--- config.mk ---
export PLATFORM = sky130hd
export DESIGN_NAME = seg7_scan_mux
export DESIGN_NICKNAME = d
export VERILOG_FILES = /design/src/rtl/seg7_pkg.sv /design/src/rtl/seg7_prescaler.sv /design/src/rtl/seg7_scan_mux.sv
export SDC_FILE = /design/constraint.sdc
export NUM_CORES = 1
export LEC_CHECK = 0
export ABC_AREA = 1
export BUFFER_PORTS_ARGS = -buffer_cell sky130_fd_sc_hd__buf_2
export CORE_AREA = 10 10 83 85
export DETAILED_ROUTE_END_ITERATION = 7
export DIE_AREA = 0 0 93 95
export PLACE_DENSITY = 0.72
export SLEW_MARGIN = 20
export SYNTH_ARGS = -nofsm -noshare
export SYNTH_HDL_FRONTEND = slang
export SYNTH_HIERARCHICAL = 1
export SYNTH_SLANG_ARGS = --single-unit
--- constraint.sdc ---
create_clock -name clk_50M -period 2.2 [get_ports clk_50M]
set_input_delay 0.22 -clock clk_50M [delete_from_list [all_inputs] [get_ports clk_50M]]
set_output_delay 0.22 -clock clk_50M [all_outputs]
set_load 0.02 [all_outputs]
--- src/rtl/seg7_pkg.sv ---
// Shared constants and helpers for the multiplexed 7-segment scanner.
package seg7_pkg;

  localparam logic [6:0] SEG_OFF = 7'h00;

  // Clocks per brightness sub-slot.
  function automatic int unsigned calc_div_sub(input int unsigned clk_hz,
                                               input int unsigned scan_hz,
                                               input int unsigned bright_w);
    return clk_hz / (scan_hz * (32'd1 << bright_w));
  endfunction

  function automatic logic [7:0] onehot8(input logic [2:0] sel);
    return 8'(1) << sel;
  endfunction

  // Maps an active-high pattern onto the pin polarity.
  function automatic logic [7:0] apply_pol(input logic [7:0] val, input logic active_low);
    return active_low ? ~val : val;
  endfunction

endpackage

--- src/rtl/seg7_prescaler.sv ---
// Free-running divider producing one sub-slot tick every DIV_SUB clocks.
module seg7_prescaler #(
  parameter int unsigned DIV_SUB = 4,
  parameter int unsigned PCNT_W  = 2
) (
  input  logic              i_clk,
  input  logic              i_rst,
  output logic [PCNT_W-1:0] o_pcnt,
  output logic              o_sub_tick_c
);

  logic [PCNT_W-1:0] r_pcnt;

  assign o_pcnt       = r_pcnt;
  assign o_sub_tick_c = (r_pcnt == PCNT_W'(DIV_SUB - 1));

  always_ff @(posedge i_clk or posedge i_rst) begin
    if (i_rst)             r_pcnt <= '0;
    else if (o_sub_tick_c) r_pcnt <= '0;
    else                   r_pcnt <= r_pcnt + PCNT_W'(1);
  end

endmodule

--- src/rtl/seg7_scan_mux.sv ---
// Multiplexed N-digit 7-segment driver with PWM brightness, per-digit
// blanking/blink/dp and an anti-ghost dark gap at the start of each slot.
module seg7_scan_mux
  import seg7_pkg::*;
#(
  parameter int unsigned NUM_DIGITS     = 4,
  parameter int unsigned CLK_HZ         = 50_000_000,
  parameter int unsigned SCAN_HZ        = 400,
  parameter int unsigned BRIGHT_W       = 3,
  parameter int unsigned BLINK_FRAMES   = 50,
  parameter bit          AN_ACTIVE_LOW  = 1'b1,
  parameter bit          SEG_ACTIVE_LOW = 1'b1
) (
  input  logic                    clk_50M,
  input  logic                    cr,
  input  logic [7*NUM_DIGITS-1:0] hex_bus,
  input  logic [NUM_DIGITS-1:0]   dp_in,
  input  logic [NUM_DIGITS-1:0]   blank,
  input  logic [NUM_DIGITS-1:0]   blink_en,
  input  logic [BRIGHT_W-1:0]     brightness,
  output logic [NUM_DIGITS-1:0]   an,
  output logic [6:0]              seg,
  output logic                    dp,
  output logic                    frame_start
);

  localparam int unsigned DIV_SUB = calc_div_sub(CLK_HZ, SCAN_HZ, BRIGHT_W);
  localparam int unsigned PCNT_W  = (DIV_SUB > 1) ? $clog2(DIV_SUB) : 1;
  localparam int unsigned IDX_W   = (NUM_DIGITS > 1) ? $clog2(NUM_DIGITS) : 1;
  localparam int unsigned FCNT_W  = (BLINK_FRAMES > 1) ? $clog2(BLINK_FRAMES) : 1;

  localparam logic [NUM_DIGITS-1:0] AN_OFF  = NUM_DIGITS'(apply_pol(8'h00, AN_ACTIVE_LOW));
  localparam logic [6:0]            SEG_IDLE = 7'(apply_pol(8'(SEG_OFF), SEG_ACTIVE_LOW));
  localparam logic                  DP_IDLE  = 1'(apply_pol(8'h00, SEG_ACTIVE_LOW));

  if (DIV_SUB < 2) begin : g_bad_div
    $error("seg7_scan_mux: CLK_HZ/(SCAN_HZ*2^BRIGHT_W) must be at least 2");
  end
  if (NUM_DIGITS < 1 || NUM_DIGITS > 8) begin : g_bad_digits
    $error("seg7_scan_mux: NUM_DIGITS must be in 1..8");
  end

  logic [PCNT_W-1:0]   w_pcnt;
  logic                w_sub_tick;
  logic [BRIGHT_W-1:0] r_ss;
  logic [IDX_W-1:0]    r_idx;
  logic [FCNT_W-1:0]   r_fcnt;
  logic                r_blink_off;
  logic [6:0]          w_dig_seg [NUM_DIGITS];
  logic                w_first;
  logic                w_lit;

  seg7_prescaler #(
    .DIV_SUB (DIV_SUB),
    .PCNT_W  (PCNT_W)
  ) u_prescaler (
    .i_clk        (clk_50M),
    .i_rst        (cr),
    .o_pcnt       (w_pcnt),
    .o_sub_tick_c (w_sub_tick)
  );

  // Sub-slot, digit and blink-frame counters cascade off the sub-slot tick.
  always_ff @(posedge clk_50M or posedge cr) begin
    if (cr) begin
      r_ss        <= '0;
      r_idx       <= '0;
      r_fcnt      <= '0;
      r_blink_off <= 1'b0;
    end else if (w_sub_tick) begin
      r_ss <= r_ss + BRIGHT_W'(1);
      if (r_ss == '1) begin
        if (r_idx == IDX_W'(NUM_DIGITS - 1)) begin
          r_idx <= '0;
          if (r_fcnt == FCNT_W'(BLINK_FRAMES - 1)) begin
            r_fcnt      <= '0;
            r_blink_off <= ~r_blink_off;
          end else begin
            r_fcnt <= r_fcnt + FCNT_W'(1);
          end
        end else begin
          r_idx <= r_idx + IDX_W'(1);
        end
      end
    end
  end

  always_comb begin
    for (int i = 0; i < NUM_DIGITS; i++) begin
      w_dig_seg[i] = hex_bus[7*i +: 7];
    end
  end

  // The first clock of every slot is forced dark so the anode switch never ghosts.
  always_comb begin
    w_first = (w_pcnt == '0) && (r_ss == '0);
    w_lit   = (r_ss <= brightness) && !blank[r_idx] &&
              !(blink_en[r_idx] && r_blink_off) && !w_first;
  end

  always_ff @(posedge clk_50M or posedge cr) begin
    if (cr) begin
      an          <= AN_OFF;
      seg         <= SEG_IDLE;
      dp          <= DP_IDLE;
      frame_start <= 1'b0;
    end else begin
      an          <= NUM_DIGITS'(apply_pol(w_lit ? onehot8(3'(r_idx)) : 8'h00, AN_ACTIVE_LOW));
      seg         <= 7'(apply_pol(8'(w_lit ? w_dig_seg[r_idx] : SEG_OFF), SEG_ACTIVE_LOW));
      dp          <= 1'(apply_pol(8'(w_lit & dp_in[r_idx]), SEG_ACTIVE_LOW));
      frame_start <= w_first && (r_idx == '0);
    end
  end

endmodule
Word-level counts from Yosys, hierarchy flattened
Cells that the tools add are included.
{"block": "op_classes", "shift": 1, "bitwise": 6, "add_sub_neg": 4, "mux": 14, "magnitude_cmp": 3, "n_div": 0, "n_reduce_logical": 15, "mul": 0, "n_eq_ne": 4}
{"cell": "$mux W7", "n": 3}
{"cell": "$add A14 B1 Y14 const B", "n": 1}
{"cell": "$bmux W7 S2", "n": 1}
{"cell": "$eq A14 B14 Y1 const B", "n": 1}
{"cell": "$logic_not A14 Y1", "n": 1}
{"cell": "$mux W14", "n": 1}
{"cell": "$not A7 Y7", "n": 1}
{"cell": "$add A6 B1 Y6 const B", "n": 1}
{"cell": "$bmux W1 S2", "n": 3}
{"cell": "$eq A6 B6 Y1 const B", "n": 1}
{"cell": "$logic_and A1 B1 Y1", "n": 6}
{"cell": "$mux W6", "n": 1}
{"cell": "$mux W4", "n": 1}
{"cell": "$not A4 Y4", "n": 1}
{"cell": "$reduce_and A4 Y1", "n": 1}
{"cell": "$shl A1 B2 Y4 const A", "n": 1}
{"cell": "$add A3 B1 Y3 const B", "n": 1}
{"cell": "$eq A3 B3 Y1 const B", "n": 1}
{"cell": "$ge A3 B3 Y1 const B", "n": 1}
{"cell": "$le A3 B3 Y1", "n": 1}
{"cell": "$logic_not A1 Y1", "n": 3}
{"cell": "$logic_not A3 Y1", "n": 1}
{"cell": "$lt A2 B3 Y1 const B", "n": 1}
{"cell": "$mux W1", "n": 3}
{"cell": "9 further kinds", "n": 10}
{"block": "word_totals", "latchBits": 0, "inputBits": 45, "wordCells": 56, "mem_bits_rw": 0, "romBits": 0, "regBits": 39, "n_memories": 0}

Logic depth before layout (Yosys ltp)
{"block": "depth", "depth_word": 8, "mapped_depth": 12}

Hierarchy
Netlist, hierarchy kept.
{"mod": "seg7_scan_mux", "area_each_um2": 1667.8, "n_inst": 1, "cells_per_inst": 217, "seq_area_each_um2": 640.6}
{"mod": "seg7_prescaler", "area_each_um2": 855.8, "n_inst": 1, "cells_per_inst": 114, "seq_area_each_um2": 350.3}

Worst setup path after synthesis
No wires, ideal clock.
{"block": "synth_timing", "path_kind": "register to register", "start": "register u_prescaler.r_pcnt[0] (netlist: u_prescaler/o_pcnt[0])", "end": "register r_fcnt[3]", "stages_incl_launch_ff": 12, "synth_period_minus_slack_ps": 1697, "slack_ps": 503, "arrival_ps": 1573, "setup_ps": 124, "cell_sequence": "dfrtp_1 -> inv_1 -> ha_1 -> nand4_1 -> nor2_1 -> nand2_1 -> inv_2 -> nand2_2 -> nor2_2 -> buf_4 -> nand3_1 -> xnor2_1"}
{"block": "synth_via", "elab_chain_len": 2}
{"item": "start: declaration", "line_no": "seg7_prescaler.sv:12", "text": "logic [PCNT_W-1:0] r_pcnt;"}
{"item": "start signal: assignment", "line_no": "seg7_prescaler.sv:20", "text": "else r_pcnt <= r_pcnt + PCNT_W'(1);"}
{"item": "$eq A14 B14 Y1", "line_no": "seg7_prescaler.sv:15", "text": "assign o_sub_tick_c = (r_pcnt == PCNT_W'(DIV_SUB - 1));"}
{"item": "named net w_sub_tick", "line_no": "seg7_scan_mux.sv:44", "text": "logic w_sub_tick;"}
{"item": "$reduce_and A3 Y1 (no source line)"}
{"item": "end signal: assignment", "line_no": "seg7_scan_mux.sv:79", "text": "r_fcnt <= r_fcnt + FCNT_W'(1);"}
{"item": "end: declaration", "line_no": "seg7_scan_mux.sv:47", "text": "logic [FCNT_W-1:0] r_fcnt;"}
The timed path passes the listed nets, and every way through them passes these cells.
A chain may end at the register's enable or synchronous reset.

Final worst setup path
Ends and elaborated chain as after synthesis.

==> metrics.yaml <==
synth:
  ys_ff_latch: 39
  synth_cell_types: 28
  synth_top_area_cell: "dfrtp_1"
  ys_warn_count: 6
  seq_area_frac_synth: 0.393
  synth.avg_cell_area_um2: 7.62
  synth_area_um2: 2520
  synth_top_area_frac: 0.268
  synthCells: 331
  synth.top_cells.by_area: "dfrtp_1 (27%), dfstp_2 (12%), nor2_1 (11%)"
  mappedNetlistNets: 391
finish:
  drive_above_1_share: 0.256
  area_growth_pct: 16.4
  fillers: 510
  final_util: 0.550
  nets: 450
  antenna_cells: 0
detailed_routing:
  drt-total-wl_um: 5580
  via_count: 2207
  drt_pass1_iterations: 4
  initialDrtViolationCount: 111
  wl_per_cell_um: 12.1
  remaining_drc_errors: 0
  via_per_inst: 4.77
  ant_nets: 0
global_routing:
  grt_pass1_vias: 2208
  grt_max_degree: 25
  grt_pass1_wl_um: 9430
  grt-ovfl-total: 0
  grt_util_all_layers: 0.128
  antenna_found_initial: 0
run:
  drv_cap: 0
timing:
  slew_headroom: 0.547
  slew_viol_final: 0
  skew_ns: 0.0108
  rsz0062_at_grt: "false"
  max_freq_mhz: 547
  setup_violations: 0
  hold_viol_final: 0
  tightest_slew_ns: 0.678
  whs_ns: 0.221
  layout_worst_path_cycle_share: 0.831
  post-route-min-period_ns: 1.83
  fin_setup_tns_ns: 0
clock_tree:
  clock_sinks: 39
  cts_tree: "done"
  htreeDepth: 2
  clockRootBuffer: "clkbuf_8"
  cts_buffers: 5
  clock_latency_ns: 0.29
  clk_pin_slew_worst_paths_ns: 0.07
  cts_resized: 0
  cts_buffer_depth: 2
power_and_ir_drop:
  clockPowerShare: 0.363
  vdd_drop_max_mv: 0.240
  total_power_mw: 1.34
  pwr-share-comb: 0.087
  power.internal_mw: 1.04
  p_per_area_nw_per_um2: 455
  p_sw_mw: 0.300
  power.leakage_nw: 1.51
  swShare: 0.224
  power.share.sequential: 0.550
run_status:
  status: "finished, final reports clean"
floorplan:
  start_util: 0.473
  row_count: 27
  die_height_um: 95
  top_level_ports: 58
  coreArea_um2: 5340
  die_area_um2: 8840
  die_w_um: 93
critical_path:
  startpoint_type: "register"
  worst-r2r-setup-slack_ns: 0.37
  ff2ff_path_depth: 11
  cp.arrival_ns: 2.00
  crit_end: "r_fcnt[3]"
  crit_path_end_kind: "register"
  crit_path_max_fanout: 10
  required_ns: 2.37
  cp-startpoint: "u_prescaler/o_pcnt[0]"
  setup.worst_path.class: "reg -> reg"
  worstReg2RegEnd: "r_fcnt[3]"
  r2r_start: "u_prescaler/o_pcnt[0]"
place:
  hpwl_um: 4420
  io_buffers: 57
  place.gp.congestion: 0.868
min_path:
  hp-class: "in -> reg"
## through the flow
step	cell area [um^2]	worst slack (ns)	std cells
floorplan	2520	0.503	331
global placement	2840	0.477	454
detailed placement	2840	0.409	454
CTS	2940	0.386	463
global route	2940	0.146	463
finish	2940	0.373	463
## worst max-delay path, stage by stage (launching register included)
cell	delay [ns]
dfrtp_1	0.46
inv_1	0.13
ha_1	0.18
nand4_1	0.10
nor2_1	0.11
nand2_1	0.10
inv_2	0.09
nand2_2	0.06
nor2_2	0.09
buf_4	0.16
nand3_1	0.09
xnor2_1	0.13
## power by group through the flow
stage	Sequential (mW)	Combinational [mW]	Clock, mW
after global placement	0.749	0.114	0
after detailed placement	0.749	0.117	0
final	0.736	0.116	0.486
after CTS	0.736	0.118	0.500
after global routing	0.736	0.135	0.539
after floorplan	0.762	0.0477	0
## final cells by class
class,count,area [um^2],area share
well taps,72,90.1,0.0307
repair buffers,63,333,0.113
clock buffers,7,86.3,0.0294
inverters,44,165,0.0562
multi-input cells,237,1270,0.431
clock inverters,1,5.00,0.00170
flip-flops and latches,39,991,0.337
## kinds of logic (layout without fill, tap and decap cells)
logic type,after synthesis,count (layout),share of synthesized area
AND/OR/NAND/NOR,186,186,0.337
buffers and inverters,55,115,0.105
flip-flops,39,39,0.393
AO/OA/AOI/OAI,25,25,0.0516
adder cells (fa/ha/maj),15,15,0.0744
XOR/XNOR,10,10,0.0347
multiplexers,1,1,0.00446
## per-layer routing
layer	global-route usage	vias up	wire length, um
met5	0	-	0
met3	0.0365	6	382
met4	0.0514	0	67
met2	0.202	77	2520
li1	-	1165	-
met1	0.162	959	2610
## cells in the mapped netlist
cell type	count
mux2_2	1
dfrtp_1	27
nor2_2	3
inv_1	41
nand4_1	25
ha_1	15
inv_2	3
nor2_1	72
xnor2_1	3
o21ai_1	1
clkbuf_8	1
nand2_1	56
xor2_1	7
nand2_2	7
nor2_4	4
buf_2	3
buf_6	5
nand3_1	12
nor3_1	2
and3_1	2
a21oi_1	1
nor3b_1	1
o21ai_0	21
o21bai_1	2
dfstp_2	12
buf_4	2
or2_1	1
nand3_2	1
## sequential cells by signal, indices dropped and copies added, names as in the netlist
name / flops
r_ss: 3
seg: 7
u_prescaler/o_pcnt: 14
frame_start: 1
an: 4
r_blink_off: 1
dp: 1
r_idx: 2
r_fcnt: 6
## cells in the final DEF, fill, tap and decap left out
master and instances:
buf_4 5, dlygate4sd3_1 1, nand2_2 7, clkbuf_8 6, buf_2 57, o21ai_0 21, nand2_1 56, a21oi_1 1
and3_1 2, or2_1 1, clkinv_2 1, o21bai_1 2, dfstp_2 12, inv_2 3, xnor2_1 3, nor2_4 4
inv_1 41, nand3_1 12, xor2_1 7, ha_1 15, nor3b_1 1, o21ai_1 1, nor2_1 72, nor2_2 3
nor3_1 2, dfrtp_1 27, nand4_1 25, nand3_2 1, mux2_2 1, clkbuf_1 1
## what timing repair did
action,CTS,global route
setup endpoints to repair,0,0
buffers inserted,0,0
hold endpoints to repair,13,0
hold buffers,1,0
## worst min-delay path by stage
| stage | from | to | cells after the start |
|---|---|---|---|
| 2_1_floorplan | cr | u_prescaler/o_pcnt[0] | 1 |
| 3_3_place_gp | cr | u_prescaler/o_pcnt[2] | 2 |
| 3_5_place_dp | cr | u_prescaler/o_pcnt[2] | 2 |
| 4_1_cts | hex_bus[27] | seg[6] | 4 |
| 5_1_grt | hex_bus[27] | seg[6] | 4 |
| 6_report | hex_bus[27] | seg[6] | 4 |
(Power assumes the default switching activity.)
